==> src/rtl/hazard_pkg.sv <==
// Shared encodings and pipeline latch-control constants for the hazard scoreboard.
// The bypass encodings are consumed by the EXE operand muxes outside this block.
package hazard_pkg;

    typedef enum logic [1:0] {
        SEL_RF = 2'b00,
        SEL_W  = 2'b01,
        SEL_M  = 2'b10
    } alu_src_sel_e;

    typedef struct packed {
        logic en_f;
        logic en_d;
        logic clear_d;
    } latch_ctrl_t;

    // Normal flow, hazard hold, and branch/jump flush of the front end.
    localparam latch_ctrl_t LATCH_RUN   = '{en_f: 1'b1, en_d: 1'b1, clear_d: 1'b0};
    localparam latch_ctrl_t LATCH_HOLD  = '{en_f: 1'b0, en_d: 1'b0, clear_d: 1'b0};
    localparam latch_ctrl_t LATCH_FLUSH = '{en_f: 1'b1, en_d: 1'b1, clear_d: 1'b1};

endpackage

==> src/rtl/bypass_sel.sv <==
// Forwarding select for one EXE source operand: MEM result beats WB result, x0 never forwards.
// Purely combinational so the operand mux settles in the same cycle.
module bypass_sel
    import hazard_pkg::*;
#(
    parameter int ADDR_W        = 5,
    parameter int ALU_SRC_SEL_W = 2
) (
    input  logic [ADDR_W-1:0]        rf_src_i,
    input  logic [ADDR_W-1:0]        rf_dst_m_i,
    input  logic                     rf_we_m_i,
    input  logic [ADDR_W-1:0]        rf_dst_w_i,
    input  logic                     rf_we_w_i,
    output logic [ALU_SRC_SEL_W-1:0] alu_src_sel_o
);

    alu_src_sel_e sel;
    logic         src_nz;

    assign src_nz = (rf_src_i != '0);

    // NOTE: every signal written in always_comb gets a default first, so no path can infer a latch.
    always_comb begin
        sel = SEL_RF;
        if (src_nz && rf_we_m_i && (rf_src_i == rf_dst_m_i)) begin
            sel = SEL_M;
        end else if (src_nz && rf_we_w_i && (rf_src_i == rf_dst_w_i)) begin
            sel = SEL_W;
        end
    end

    assign alu_src_sel_o = ALU_SRC_SEL_W'(sel);

endmodule

==> src/rtl/hazard_scoreboard.sv <==
// Pipeline hazard unit: EXE bypass selects, long-latency pending scoreboard, RAW/WAW stall,
// redirect flush control and a saturating stall-cycle counter.
module hazard_scoreboard
    import hazard_pkg::*;
#(
    parameter int ADDR_W        = 5,
    parameter int NUM_SRC       = 2,
    parameter int ALU_SRC_SEL_W = 2,
    parameter int CNT_W         = 16
) (
    input  logic                             clk_i,
    input  logic                             rst_n_i,
    input  logic [NUM_SRC*ADDR_W-1:0]        rf_src_e_i,
    input  logic [ADDR_W-1:0]                rf_dst_m_i,
    input  logic                             rf_we_m_i,
    input  logic [ADDR_W-1:0]                rf_dst_w_i,
    input  logic                             rf_we_w_i,
    output logic [NUM_SRC*ALU_SRC_SEL_W-1:0] alu_src_sel_o,
    input  logic [NUM_SRC*ADDR_W-1:0]        rf_src_d_i,
    input  logic [NUM_SRC-1:0]               src_used_d_i,
    input  logic [ADDR_W-1:0]                rf_dst_d_i,
    input  logic                             rf_we_d_i,
    input  logic [ADDR_W-1:0]                rf_dst_e_i,
    input  logic                             mem2rf_e_i,
    input  logic                             long_issue_e_i,
    input  logic                             long_done_i,
    input  logic [ADDR_W-1:0]                long_dst_i,
    input  logic                             redirect_e_i,
    output logic                             latch_en_f_o,
    output logic                             latch_clear_d_o,
    output logic                             latch_en_d_o,
    output logic                             busy_o,
    output logic [CNT_W-1:0]                 stall_cnt_o
);

    localparam int              NREG    = 1 << ADDR_W;
    localparam logic [CNT_W-1:0] CNT_MAX = '1;

    logic [NREG-1:0]    pending_q;
    logic [NREG-1:0]    pending_d;
    logic               busy_q;
    logic [CNT_W-1:0]   stall_cnt_q;
    logic [NUM_SRC-1:0] raw_hit;
    logic               waw_hit;
    logic               hazard;
    logic               stall;
    latch_ctrl_t        ctrl;

    // Per-port forwarding and RAW detection share the same generate loop.
    for (genvar k = 0; k < NUM_SRC; k++) begin : g_port
        logic [ADDR_W-1:0] src_d;
        logic              exe_hit;

        assign src_d   = rf_src_d_i[k*ADDR_W +: ADDR_W];
        // A load or a long op in EXE cannot forward in time; its destination is not yet valid.
        assign exe_hit = (src_d == rf_dst_e_i) && (mem2rf_e_i || long_issue_e_i);
        assign raw_hit[k] = src_used_d_i[k] && (src_d != '0) && (exe_hit || pending_q[src_d]);

        bypass_sel #(
            .ADDR_W        (ADDR_W),
            .ALU_SRC_SEL_W (ALU_SRC_SEL_W)
        ) u_bypass_sel (
            .rf_src_i      (rf_src_e_i[k*ADDR_W +: ADDR_W]),
            .rf_dst_m_i    (rf_dst_m_i),
            .rf_we_m_i     (rf_we_m_i),
            .rf_dst_w_i    (rf_dst_w_i),
            .rf_we_w_i     (rf_we_w_i),
            .alu_src_sel_o (alu_src_sel_o[k*ALU_SRC_SEL_W +: ALU_SRC_SEL_W])
        );
    end

    assign waw_hit = rf_we_d_i && (rf_dst_d_i != '0) && pending_q[rf_dst_d_i];
    assign hazard  = (|raw_hit) || waw_hit;
    assign stall   = hazard && !redirect_e_i;

    // Clear is applied before set so a same-cycle issue to a retiring register keeps it pending.
    always_comb begin
        pending_d = pending_q;
        if (long_done_i) begin
            pending_d[long_dst_i] = 1'b0;
        end
        if (long_issue_e_i && (rf_dst_e_i != '0)) begin
            pending_d[rf_dst_e_i] = 1'b1;
        end
    end

    // NOTE: state registers use non-blocking assignments so every flop samples pre-edge values.
    // NOTE: the pending vector is reset explicitly; stale bits would stall forever after reset.
    always_ff @(posedge clk_i or negedge rst_n_i) begin
        if (!rst_n_i) begin
            pending_q <= '0;
            busy_q    <= 1'b0;
        end else begin
            pending_q <= pending_d;
            busy_q    <= |pending_d;
        end
    end

    always_ff @(posedge clk_i or negedge rst_n_i) begin
        if (!rst_n_i) begin
            stall_cnt_q <= '0;
        end else if (stall && (stall_cnt_q != CNT_MAX)) begin
            stall_cnt_q <= stall_cnt_q + CNT_W'(1);
        end
    end

    // Redirect flushes DE regardless of any hazard on the wrong-path instruction.
    always_comb begin
        ctrl = LATCH_RUN;
        if (redirect_e_i) begin
            ctrl = LATCH_FLUSH;
        end else if (hazard) begin
            ctrl = LATCH_HOLD;
        end
    end

    assign latch_en_f_o    = ctrl.en_f;
    assign latch_en_d_o    = ctrl.en_d;
    assign latch_clear_d_o = ctrl.clear_d;
    assign busy_o          = busy_q;
    assign stall_cnt_o     = stall_cnt_q;

endmodule

==> config.mk <==
export PLATFORM = sky130hd
export DESIGN_NAME = hazard_scoreboard
export DESIGN_NICKNAME = d
export VERILOG_FILES = /design/src/rtl/hazard_pkg.sv /design/src/rtl/bypass_sel.sv /design/src/rtl/hazard_scoreboard.sv
export SDC_FILE = /design/constraint.sdc
export NUM_CORES = 1
export LEC_CHECK = 0
export ABC_AREA = 1
export BUFFER_PORTS_ARGS = -buffer_cell sky130_fd_sc_hd__clkbuf_2
export CAP_MARGIN = 20
export CORE_UTILIZATION = 25
export CTS_CLUSTER_DIAMETER = 30
export DETAILED_ROUTE_END_ITERATION = 16
export GPL_TIMING_DRIVEN = 0
export PLACE_DENSITY = 0.4
export SYNTH_ARGS = -nofsm -noshare
export SYNTH_HDL_FRONTEND = slang
export SYNTH_SLANG_ARGS = --single-unit
==> constraint.sdc <==
create_clock -name clk_i -period 4.9 [get_ports clk_i]
set_input_delay 0.98 -clock clk_i [delete_from_list [all_inputs] [get_ports clk_i]]
set_output_delay 0.98 -clock clk_i [all_outputs]
set_load 0.005 [all_outputs]
Word level (Yosys, flattened, before mapping)
Index checks and enable logic that the tools add are counted.
Operators by class
  add/sub/neg operators: 1
  $mul: 0
  div/mod/pow operators: 0
  $lt $le $gt $ge: 7
  equality and inequality tests: 7
  shift operators: 0
  mux-type cells: 18
  bitwise operators: 3
  reductions and logical operators: 34
Operators with widths (number)
  two-way mux 32 bit: 2
  AND 32 bit: 1
  inverter 32 bit: 1
  OR 32 bit: 1
  OR reduction 32 bit: 1
  equality test 5 bit: 6
  < comparator 5 x 6 -> 1 bit, second input constant: 5
  nonzero test 5 bit: 6
  logical AND 1 bit: 21
  adder 16 x 1 -> 16 bit, second input constant: 1
  inequality test 16 bit, second input constant: 1
  binary-select mux 1 bit (select 5 bit): 3
  demux 1 bit (select 5 bit): 2
  >= comparator 5 x 1 -> 1 bit, second input constant: 2
  two-way mux 1 bit: 7
  two-way mux 3 bit: 2
  logical OR 1 bit: 4
  two-way mux 2 bit: 2
  OR reduction 2 bit: 1
  zero test 1 bit: 1
Storage, ports and cells
  register bits after elaboration: 49
  bits in latches: 0
  RAM bits: 0
  bits in read-only memories: 0
  input port bits: 56
  output and inout bits: 24
  logic and storage cells: 73
  memories: 0

Depth between registers and ports, before layout
Gate-level depths: netlist (run 1).
  depth after elaboration: 10
  mapped depth: 17
  gate-level depth less buffers: 15

Hierarchy
Synthesis (run 1) repeated with hierarchy kept, for this count alone.
Unflattened totals
  cell total of the unflattened synthesis: 713
  area, all modules: 4296.6 um2
Modules (own cells, without submodules)
  hazard_scoreboard: times used 1, cells each 591, area an instance 3821.2 um2, seq. area each 1226.2 um2
  bypass_sel: times used 2, cells each 61, area an instance 237.7 um2, seq. area each 0.0 um2

Least setup slack after synthesis (run 1)
No wires, ideal clock.
  kind: input to output
  start: in rf_src_d_i[6]
  end: out latch_en_f_o
  data arrival time: 2186 ps
  required time: 3920 ps
  slack: 1734 ps
  cell stages on the path: 14
  path buffers: 3
  cell sequence: buf_2 > inv_2 > nor2_1 > nand2_1 > nand3_1 > nand3_1 > nand2_1 > nand2_1 > nand3_1 > nand2_1 > nand3_4 > buf_4 > nand2_1 > buf_4
On the way
  longest elaborated chain between the ends: 8
  elaborated cells between the ends (all ways): 12
  classes of those cells: 1 x eq/ne; 4 x mux; 7 x reduce/logical
RTL lines
  from (decl): line hazard_scoreboard.sv:19  | input logic [NUM_SRC*ADDR_W-1:0] rf_src_d_i,
  binary-select mux 1 bit (select 5 bit) / equality test 5 bit (equally long branches): line hazard_scoreboard.sv:57, hazard_scoreboard.sv:56
  two-way mux 1 bit (implied by the code) / logical AND 1 bit (equally long branches): line hazard_scoreboard.sv:57, hazard_scoreboard.sv:56
  logical OR 1 bit: line hazard_scoreboard.sv:57  | assign raw_hit[k] = src_used_d_i[k] && (src_d != '0) && (exe_hit || pending_q[src_d]);
  logical AND 1 bit *: line hazard_scoreboard.sv:57
  OR reduction 2 bit *: line hazard_scoreboard.sv:73  | assign hazard = (|raw_hit) || waw_hit;
  logical OR 1 bit *: line hazard_scoreboard.sv:73
  two-way mux 3 bit *: line hazard_scoreboard.sv:112  | end else if (hazard) begin
  two-way mux 3 bit *: line hazard_scoreboard.sv:110  | if (redirect_e_i) begin
  to (decl): line hazard_scoreboard.sv:29  | output logic latch_en_f_o,
Mark *: on every way between the ends. The rest lies on a longest branch, timed or not. The select of a mux whose other input is x is not followed.

Worst setup path in the final report (run 1)
  start: in rf_src_d_i[5]
  end: out latch_en_f_o
The elaborated chain is that of the path after synthesis.

==> results of run 1 <==
[cell families (layout without fill, tap and decap cells)]
group | after synthesis | count (layout) | synth area share (%)
AOI/OAI and AO/OA | 120 | 120 | 15.97
xor gates and xnor gates | 24 | 24 | 5.033
adders and majority gates | 1 | 1 | 0.2995
buffers and inverters | 139 | 226 | 14.17
DFF | 49 | 49 | 29.36
and+or+nand+nor | 306 | 306 | 35.17
[critical path: cells and delay by family]
family	cells	cell delay [ns]
buf+inv	6	0.85
simple gates	10	0.89
[flip-flops by register name, indices dropped and copies added (netlist names)]
| signal | cells |
|---|---|
| busy_o | 1 |
| stall_cnt_o | 16 |
| pending_q | 32 |
[Yosys cell counts (3+ instances only)]
master / count / area [um^2]
nand2_1: 123 / 461.7
nor2_1: 31 / 116.4
dfrtp_1: 49 / 1226
nor3_2: 8 / 80.08
buf_6: 3 / 33.78
nand2_2: 19 / 118.9
o22ai_1: 10 / 62.56
inv_1: 115 / 431.7
nand4_1: 22 / 137.6
buf_4: 6 / 45.04
a21oi_1: 45 / 225.2
o21ai_1: 10 / 50.05
buf_2: 7 / 35.03
nor3_1: 21 / 105.1
nor4_1: 5 / 31.28
xor2_1: 17 / 148.9
nand3_1: 72 / 360.4
o211ai_1: 6 / 45.04
inv_2: 4 / 15.01
o21ai_0: 38 / 190.2
xnor2_1: 7 / 61.31
[layer usage]
| metal | vias to the layer above | global-route usage, % |
|---|---|---|
| met5 | - | 0 |
| li1 | 2283 | - |
| met3 | 19 | 2.160 |
| met2 | 197 | 27.33 |
| met1 | 2229 | 26.04 |
| met4 | 0 | 5.685 |
[final cells by class]
cell class / count / area (um^2)
buffer: 20 / 145.1
clock buffer: 6 / 138.9
clock inverter: 2 / 37.54
fill: 1823 / 11080
inverter: 119 / 446.7
multi-input combinational: 451 / 2359
sequential: 49 / 1226
tap: 216 / 270.3
timing repair buffer: 79 / 410.4
[per-stage QoR]
stage          total power [mW]  instance area (um^2)  setup WS, ns  hold WS (ns)  instances
2_1_floorplan            0.8697                  4177         1.734        0.4842        639
3_3_place_gp              1.091                  4837         1.143        0.4952        933
3_5_place_dp              1.092                  4857         1.140        0.5059        934
4_1_cts                   1.511                  5034         1.138        0.5249        942
5_1_grt                   1.603                  5034         1.023        0.5450        942
6_report                  1.504                  5034         1.188        0.5198        942
[power groups by stage]
stage | Combinational, mW | Clock (mW) | Sequential (mW)
floorplan | 0.333 | 0 | 0.536
global placement | 0.514 | 0 | 0.576
detailed placement | 0.516 | 0 | 0.576
CTS | 0.521 | 0.423 | 0.567
global route | 0.587 | 0.437 | 0.578
finish | 0.521 | 0.411 | 0.572
[how the worst max path moves through the flow]
stage	startpoint	endpoint	cells after the start
6_report	rf_src_d_i[5]	latch_en_f_o	16
5_1_grt	rf_src_d_i[5]	latch_en_f_o	16
4_1_cts	rf_src_d_i[5]	latch_en_f_o	16
3_5_place_dp	rf_src_d_i[5]	latch_en_f_o	16
3_3_place_gp	rf_src_d_i[5]	latch_en_f_o	16
2_1_floorplan	rf_src_d_i[6]	latch_en_f_o	14
==> impl_metrics.csv, run 1 <==
group,metric,value,unit
critical_path,cp-end-kind,"primary output",
synthesis,yosysWarnings,0,
cts,root_buffer,"clkbuf_16",
critical_path,r2r-start,"stall_cnt_o[0]",
min_path,hp-class,"register to register",
power,seqPwrFrac,38.0,%
power,switching_share,38.98,%
timing,fin_skew,0.004751,ns
cts,insertion_delay,0.29,ns
timing,hold_viol,0,
cts,tritoncts,"yes",
cells_and_area,utilization,31.23,%
floorplan,coreArea,16120,um^2
grt,grt_pass1_vias,4269,
critical_path,cp_cell_sequence,"clkbuf_2 -> inv_2 -> buf_2 -> nand2_1 -> nand3_1 -> nand3_1 -> nand3_1 -> nand2_1 -> nand2_1 -> nand3_1 -> nand2_1 -> nand3_4 -> buf_4 -> nand2_1 -> buf_4 -> clkbuf_2",
cts,clkTransAtPathRegs,0.07,ns
critical_path,r2r-end,"stall_cnt_o[5]",
drt,drt_wl_total,15400,um
grt,grt_start_max_net_pins,34,
critical_path,path_max_fanout,10,
power,p_int,0.9174,mW
run,max_cap_viol_count,0,
critical_path,crit_type,"input pin to primary output",
cts,cts-resized-gates,0,
critical_path,worst_path_most_repeated_cell,"nand2_1",
grt,grt_usage,17.92,%
min_path,holdPathStages,2,
cts,clock_path_buffers,2,
outcome,status,"finished, final reports clean",
drt,wl_met1,7316,um
power,peakVddDrop,0.0001434,V
drt,first_pass_iters,5,
cells_and_area,final_common_cell,"nand2_1",
floorplan,io_pins,80,
synthesis,synth_seq_cells,49,
critical_path,reg2reg_setup_slack,2.74,ns
power,pwr-share-comb,34.7,%
placed_design,dp_hpwl,12410,um
cells_and_area,diodes,0,
synthesis,netlist_area,4177,um^2
grt,grt_antenna_before_repair,0,
cts,cts.htree.levels,2,
drt,drt-initial-drc-count,471,
floorplan,die_width,131.3,um
power,p_sw,0.5861,mW
critical_path,reg2regPathDepth,9,
cells_and_area,drive_gt1_share,19.28,%
timing,maxSlewViolCount,0,
drt,drc,0,
min_path,hp-start,"stall_cnt_o[9]",
power,powerDensity,298.7,nW/um^2
critical_path,max_stage_delay,0.25,ns
drt,met2_length,6662,um
cells_and_area,layout_common_cells,"123 x nand2_1, 115 x inv_1, 78 x clkbuf_2",
min_path,worstHoldEndpoint,"stall_cnt_o[9]",
placed_design,place.gp.congestion,0.9000,
synthesis,synth_cell_types,38,
cts,cts_sinks,49,
timing,timing.final.crit_share,75.75,%
timing,fin_crit,3.712,ns
timing,tns,0,ns
drt,wl_per_cell,16.35,um
timing,worstMarginPinSlew,0.7100,ns
power,p_leak,2.508,nW
timing,setup_viol,0,
timing,slew_headroom,52.30,%
cts,cts_made_buffers,5,
synthesis,syn_avg_cell_area,6.536,um^2
cells_and_area,nets,782,
synthesis,syn_nets,696,
grt,grt_pass1_wl,24300,um
cells_and_area,area_delta_synth_final,20.52,%
grt,overflow,0,
critical_path,worst_path_max_delay_cell,"buf_2",
cts,postCtsSetupBuffers,0,
critical_path,worstPathRequired,3.92,ns
floorplan,initial_utilization,25.92,%
power,power.share.clock,27.3,%
timing,rsz0062_at_grt,"no",
placed_design,io_buffers,78,
synthesis,synthFlopType,"dfrtp_1",
synthesis,synth-seq-area-share,29.36,%
synthesis,synth_edf_count,0,
critical_path,critPathArrivalTime,2.73,ns
floorplan,fp.dieH,131.3,um
drt,dr.max_layer_used,"met4",
drt,wl_met3,1102,um
timing,max_freq,269.4,MHz
drt,vias,4728,
floorplan,rows,46,
synthesis,syn_inst,639,
cts,hold_buffers,0,
synthesis,ys_async_sr_fraction,100.0,%
drt,vias_per_cell,5.019,
drt,ant_nets,0,
floorplan,dieArea,17230,um^2
critical_path,start_kind,"input pin",
Note: power is estimated with default switching activity, not from simulation.
==> inputs of run 2 (changes only) <==
--- a/config.mk
+++ b/config.mk
@@ -12,7 +12,7 @@
 export CTS_CLUSTER_DIAMETER = 30
 export DETAILED_ROUTE_END_ITERATION = 16
 export GPL_TIMING_DRIVEN = 0
-export PLACE_DENSITY = 0.4
+export PLACE_DENSITY = 0.42
 export SYNTH_ARGS = -nofsm -noshare
 export SYNTH_HDL_FRONTEND = slang
 export SYNTH_SLANG_ARGS = --single-unit
==> constraint.sdc (replaced) <==
create_clock -name clk_i -period 3.15 [get_ports clk_i]
set_input_delay 0.63 -clock clk_i [delete_from_list [all_inputs] [get_ports clk_i]]
set_output_delay 0.63 -clock clk_i [all_outputs]
set_load 0.005 [all_outputs]
==> impl_metrics.csv, run 2 (synthesis gave the netlist of run 1 again) <==
group,metric,value,unit
critical_path,critPathArrivalTime,2.38,ns
cells_and_area,fillers,1823,
grt,grt_start_max_net_pins,34,
critical_path,cp_cell_sequence,"buf_2 -> inv_2 -> nor2_1 -> nand2_1 -> nand3_1 -> nand3_1 -> nand2_1 -> nand2_1 -> nand3_1 -> nand2_1 -> nand3_4 -> buf_4 -> nand2_1 -> buf_4 -> clkbuf_2",
timing,maxSlewViolCount,0,
cells_and_area,final_common_cell,"nand2_1",
critical_path,max_stage_delay,0.23,ns
critical_path,cp-end-kind,"primary output",
drt,ant_nets,0,
cells_and_area,drive_gt1_share,19.15,%
outcome,status,"finished, final reports clean",
drt,first_pass_iters,5,
cts,hold_buffers,0,
grt,overflow,0,
power,switching_share,38.64,%
power,seqPwrFrac,37.5,%
cts,clkTransAtPathRegs,0.07,ns
floorplan,die_width,131.3,um
power,peakVddDrop,0.0001934,V
grt,grt_pass1_wl,23260,um
critical_path,worstPathRequired,2.52,ns
drt,vias,4650,
critical_path,worst_path_most_repeated_cell,"nand2_1",
drt,drc,0,
floorplan,io_pins,80,
cells_and_area,utilization,31.23,%
power,pwr-share-comb,35.0,%
cells_and_area,largest_register_ffs,32,
drt,drt-initial-drc-count,466,
cells_and_area,multiInputGateArea,2359,um^2
drt,vias_per_cell,4.936,
floorplan,dieArea,17230,um^2
cells_and_area,area_delta_synth_final,20.49,%
drt,drt_wl_total,15230,um
timing,tns,0,ns
grt,grt_pass1_vias,4152,
floorplan,coreArea,16120,um^2
floorplan,fp.dieH,131.3,um
placed_design,place.gp.congestion,0.8817,
drt,wl_per_cell,16.17,um
power,powerDensity,462.4,nW/um^2
cells_and_area,seqCellArea,1226,um^2
floorplan,rows,46,
timing,fin_skew,0.007624,ns
placed_design,dp_hpwl,12030,um
critical_path,worst_path_max_delay_cell,"buf_2",
timing,fin_hold_ws,0.2922,ns
cells_and_area,nets,782,
timing,slew_headroom,48.29,%
cts,cts.htree.levels,2,
cts,cts_made_buffers,5,
critical_path,path_max_fanout,10,
timing,rsz0062_at_grt,"no",
timing,setup_viol,0,
power,p_leak,2.509,nW
timing,max_freq,331.8,MHz
timing,worstMarginPinSlew,0.7697,ns
placed_design,io_buffers,78,
power,p_sw,0.8991,mW
cts,tritoncts,"yes",
run,max_cap_viol_count,0,
grt,grt_usage,17.29,%
cts,clock_path_buffers,2,
cells_and_area,layout_common_cells,"123 x nand2_1, 115 x inv_1, 78 x clkbuf_2",
grt,grt_antenna_before_repair,0,
cells_and_area,diodes,0,
cts,insertion_delay,0.29,ns
cts,root_buffer,"clkbuf_16",
timing,timing.final.crit_share,95.68,%
timing,hold_viol,0,
timing,fin_crit,3.014,ns
cts,cts_sinks,49,
power,power.share.clock,27.5,%
min_path,hp-class,"input pin to async pin",
cells_and_area,top_register,"pending_q",
critical_path,start_kind,"input pin",
floorplan,initial_utilization,25.92,%
power,p_int,1.428,mW
critical_path,crit_type,"input pin to primary output",
==> run 2: cell count changes in the layout (fill, tap and decap cells not counted) <==
cell        before  now
buf_4            6    7
clkinvlp_4       1    0
clkbuf_1         2    3
buf_2            7    6
==> run 2: path summary, 6_finish.rpt <==
path,from,to,slack [ns],cells past startpoint
max in group asynchronous,rst_n_i,stall_cnt_o[15],2.30,2
min reg2reg,stall_cnt_o[9],stall_cnt_o[9],0.51,2
min in group clk_i,stall_cnt_o[9],stall_cnt_o[9],0.51,2
max,rf_src_d_i[6],latch_en_f_o,0.14,15
max reg2reg,stall_cnt_o[0],stall_cnt_o[7],1.01,9
min,rst_n_i,pending_q[4],0.29,1
==> run 2: cell type report <==
type	count	share of cell area, %
plain buffers	20	2.934
flip-flops and latches	49	24.37
clock inverters	1	0.5967
inverters	119	8.876
multi-input cells	451	46.87
repair buffers	79	8.155
clock buffers	7	2.834
well taps	216	5.370
==> run 2: power by group through the flow <==
stage / clock, mW / sequential [mW] / combinational, mW
floorplan: 0 / 0.834 / 0.519
global placement: 0 / 0.883 / 0.799
detailed placement: 0 / 0.883 / 0.802
CTS: 0.663 / 0.870 / 0.805
global route: 0.691 / 0.888 / 0.900
finish: 0.641 / 0.873 / 0.813
==> run 2: stage by stage <==
stage | instance area [um^2] | std cells | setup WS, ns | power [mW]
finish | 5032 | 942 | 0.1362 | 2.327
global route | 5032 | 942 | 0.01123 | 2.479
CTS | 5030 | 942 | 0.08143 | 2.338
detailed placement | 4857 | 934 | 0.08145 | 1.685
global placement | 4837 | 933 | 0.08163 | 1.682
floorplan | 4177 | 639 | 0.6843 | 1.353
==> run 2: repair_timing <==
item / CTS / global route
setup buffers: 0 / 0
resized for setup: 0 / 2
setup endpoints to repair: 0 / 1
hold endpoints to repair: 0 / 0
==> run 2: worst max-delay path, delay by kind of cell <==
family,cells,cell delay (ns)
buffers and inverters,5,0.84
and+or+nand+nor,10,0.90
==> run 2: per-layer routing <==
layer  vias to the layer above  GRT usage, %  part of all wire [%]
li1                       2281             -                     -
met5                         -             0                     0
met1                      2164         25.29                    48
met2                       190         26.09                    43
met4                         0         4.845                   1.7
met3                        15         2.546                   7.2
==> inputs of run 3 (changes only) <==
--- a/config.mk
+++ b/config.mk
@@ -13,6 +13,7 @@
 export DETAILED_ROUTE_END_ITERATION = 16
 export GPL_TIMING_DRIVEN = 0
 export PLACE_DENSITY = 0.42
+export SETUP_SLACK_MARGIN = 0.15
 export SYNTH_ARGS = -nofsm -noshare
 export SYNTH_HDL_FRONTEND = slang
 export SYNTH_SLANG_ARGS = --single-unit
==> impl_metrics.csv, run 3 (synthesis gave the netlist of run 1 again) <==
group,metric,value,unit
critical_path,critPathArrivalTime,2.22,ns
cts,tritoncts,"yes",
placed_design,place_area,4857,um^2
floorplan,initial_utilization,25.92,%
critical_path,cp-end-kind,"primary output",
floorplan,coreArea,16120,um^2
critical_path,path_max_fanout,10,
cells_and_area,nets,784,
cts,hold_buffers,0,
critical_path,crit_type,"input pin to primary output",
min_path,hp-class,"input pin to async pin",
power,p_total,2.334,mW
drt,drt-initial-drc-count,428,
floorplan,fp.dieH,131.3,um
cts,cts_sinks,49,
drt,drt_wl_total,15200,um
placed_design,dp.cells,934,
cts,root_buffer,"clkbuf_16",
power,peakVddDrop,0.0001942,V
timing,tns,0,ns
outcome,status,"finished, final reports clean",
cells_and_area,design_area,5066,um^2
placed_design,place.gp.congestion,0.8817,
cells_and_area,layout_common_cells,"121 x nand2_1, 115 x inv_1, 78 x clkbuf_2",
run,max_cap_viol_count,0,
power,powerDensity,460.7,nW/um^2
critical_path,worstPathRequired,2.52,ns
grt,grt_pass1_vias,4153,
grt,grt_pass1_wl,23270,um
timing,hold_viol,0,
cells_and_area,drive_gt1_share,19.64,%
drt,drc,0,
drt,vias,4647,
cells_and_area,diodes,0,
cts,cts.htree.levels,2,
grt,grt_antenna_before_repair,0,
drt,wl_per_cell,16.10,um
timing,rsz0062_at_grt,"no",
timing,timing.final.crit_share,90.53,%
timing,worstMarginPinSlew,0.7363,ns
placed_design,pre_cts_ws,0.08145,ns
timing,max_freq,350.7,MHz
cts,insertion_delay,0.29,ns
grt,overflow,0,
drt,ant_nets,0,
grt,grt_start_max_net_pins,34,
placed_design,dp_hpwl,12030,um
cts,clkTransAtPathRegs,0.07,ns
timing,fin_skew,0.007210,ns
power,p_leak,2.525,nW
cts,cts_made_buffers,5,
cells_and_area,final_cells,944,
drt,vias_per_cell,4.923,
critical_path,start_kind,"input pin",
timing,setup_viol,0,
placed_design,io_buffers,78,
cts,clock_path_buffers,2,
floorplan,die_width,131.3,um
grt,grt_usage,17.30,%
floorplan,rows,46,
timing,maxSlewViolCount,0,
cells_and_area,top_register,"pending_q",
floorplan,io_pins,80,
timing,fin_crit,2.852,ns
timing,slew_headroom,50.54,%
floorplan,dieArea,17230,um^2
cells_and_area,fillers,1827,
cells_and_area,largest_register_ffs,32,
cells_and_area,area_delta_synth_final,21.30,%
timing,worst_slack,0.2982,ns
drt,first_pass_iters,5,
cells_and_area,final_common_cell,"nand2_1",
[run 3: cell count changes in the layout (fill, tap and decap cells not counted), sizes merged]
cell | before | now
buf | 19 | 21
[run 3: report_power, final]
| part | internal, mW | total, mW | switching, mW |
|---|---|---|---|
| combinational | 0.286 | 0.819 | 0.533 |
| clock | 0.397 | 0.642 | 0.244 |
| sequential | 0.751 | 0.874 | 0.122 |
[run 3: layer usage]
| metal | vias to the layer above | wire [um] | GRT usage [%] |
|---|---|---|---|
| met3 | 13 | 937 | 2.546 |
| met4 | 0 | 263 | 4.845 |
| met5 | - | 0 | 0 |
| met2 | 172 | 6599 | 26.12 |
| met1 | 2175 | 7394 | 25.29 |
| li1 | 2287 | - | - |
[run 3: area by class of cell]
| cell class | instances | area (um^2) | area share (%) |
|---|---|---|---|
| Clock buffer | 7 | 142.6 | 2.816 |
| Sequential cell | 49 | 1226 | 24.20 |
| Clock inverter | 1 | 30.03 | 0.5927 |
| Tap cell | 216 | 270.3 | 5.335 |
| Buffer | 20 | 161.4 | 3.186 |
| Inverter | 119 | 446.7 | 8.817 |
| Multi-Input combinational cell | 451 | 2364 | 46.65 |
| Timing Repair Buffer | 81 | 425.4 | 8.397 |
[run 3: critical path, cell delays in order]
cell and delay (ns):
clkbuf_2 0.10, buf_2 0.23, nor2_1 0.06, nor2_1 0.08, nand2_1 0.06, nand3_1 0.07, nand3_1 0.11, nand2_1 0.08
nand2_1 0.05, nand3_1 0.08, nand2_2 0.10, nand3_4 0.13, buf_8 0.14, nand2_2 0.06, buf_4 0.15, clkbuf_2 0.10
[run 3: stage by stage]
step / util, % / hold WS [ns]
after floorplan: - / 0.3344
after global placement: 30.02 / 0.4990
after detailed placement: 30.14 / 0.4970
after CTS: 31.24 / 0.2942
after global routing: 31.44 / 0.3183
final: 31.44 / 0.2913
[run 3: worst paths after layout]
check	slack (ns)	to	cells past startpoint	start
worst max-delay path	0.30	latch_en_f_o	16	rf_src_d_i[5]
worst min-delay path	0.29	pending_q[4]	1	rst_n_i
worst max register to register	1.01	stall_cnt_o[7]	9	stall_cnt_o[0]
worst min register to register	0.51	stall_cnt_o[9]	2	stall_cnt_o[9]
max in group asynchronous	2.30	stall_cnt_o[4]	2	rst_n_i
min in group clk_i	0.51	stall_cnt_o[9]	2	stall_cnt_o[9]
[run 3: timing repair]
item | in CTS | in global routing
endpoints found under the setup margin | 1 | 2
buffers inserted | 0 | 2
resized for setup | 2 | 5
pin swaps | 0 | 2
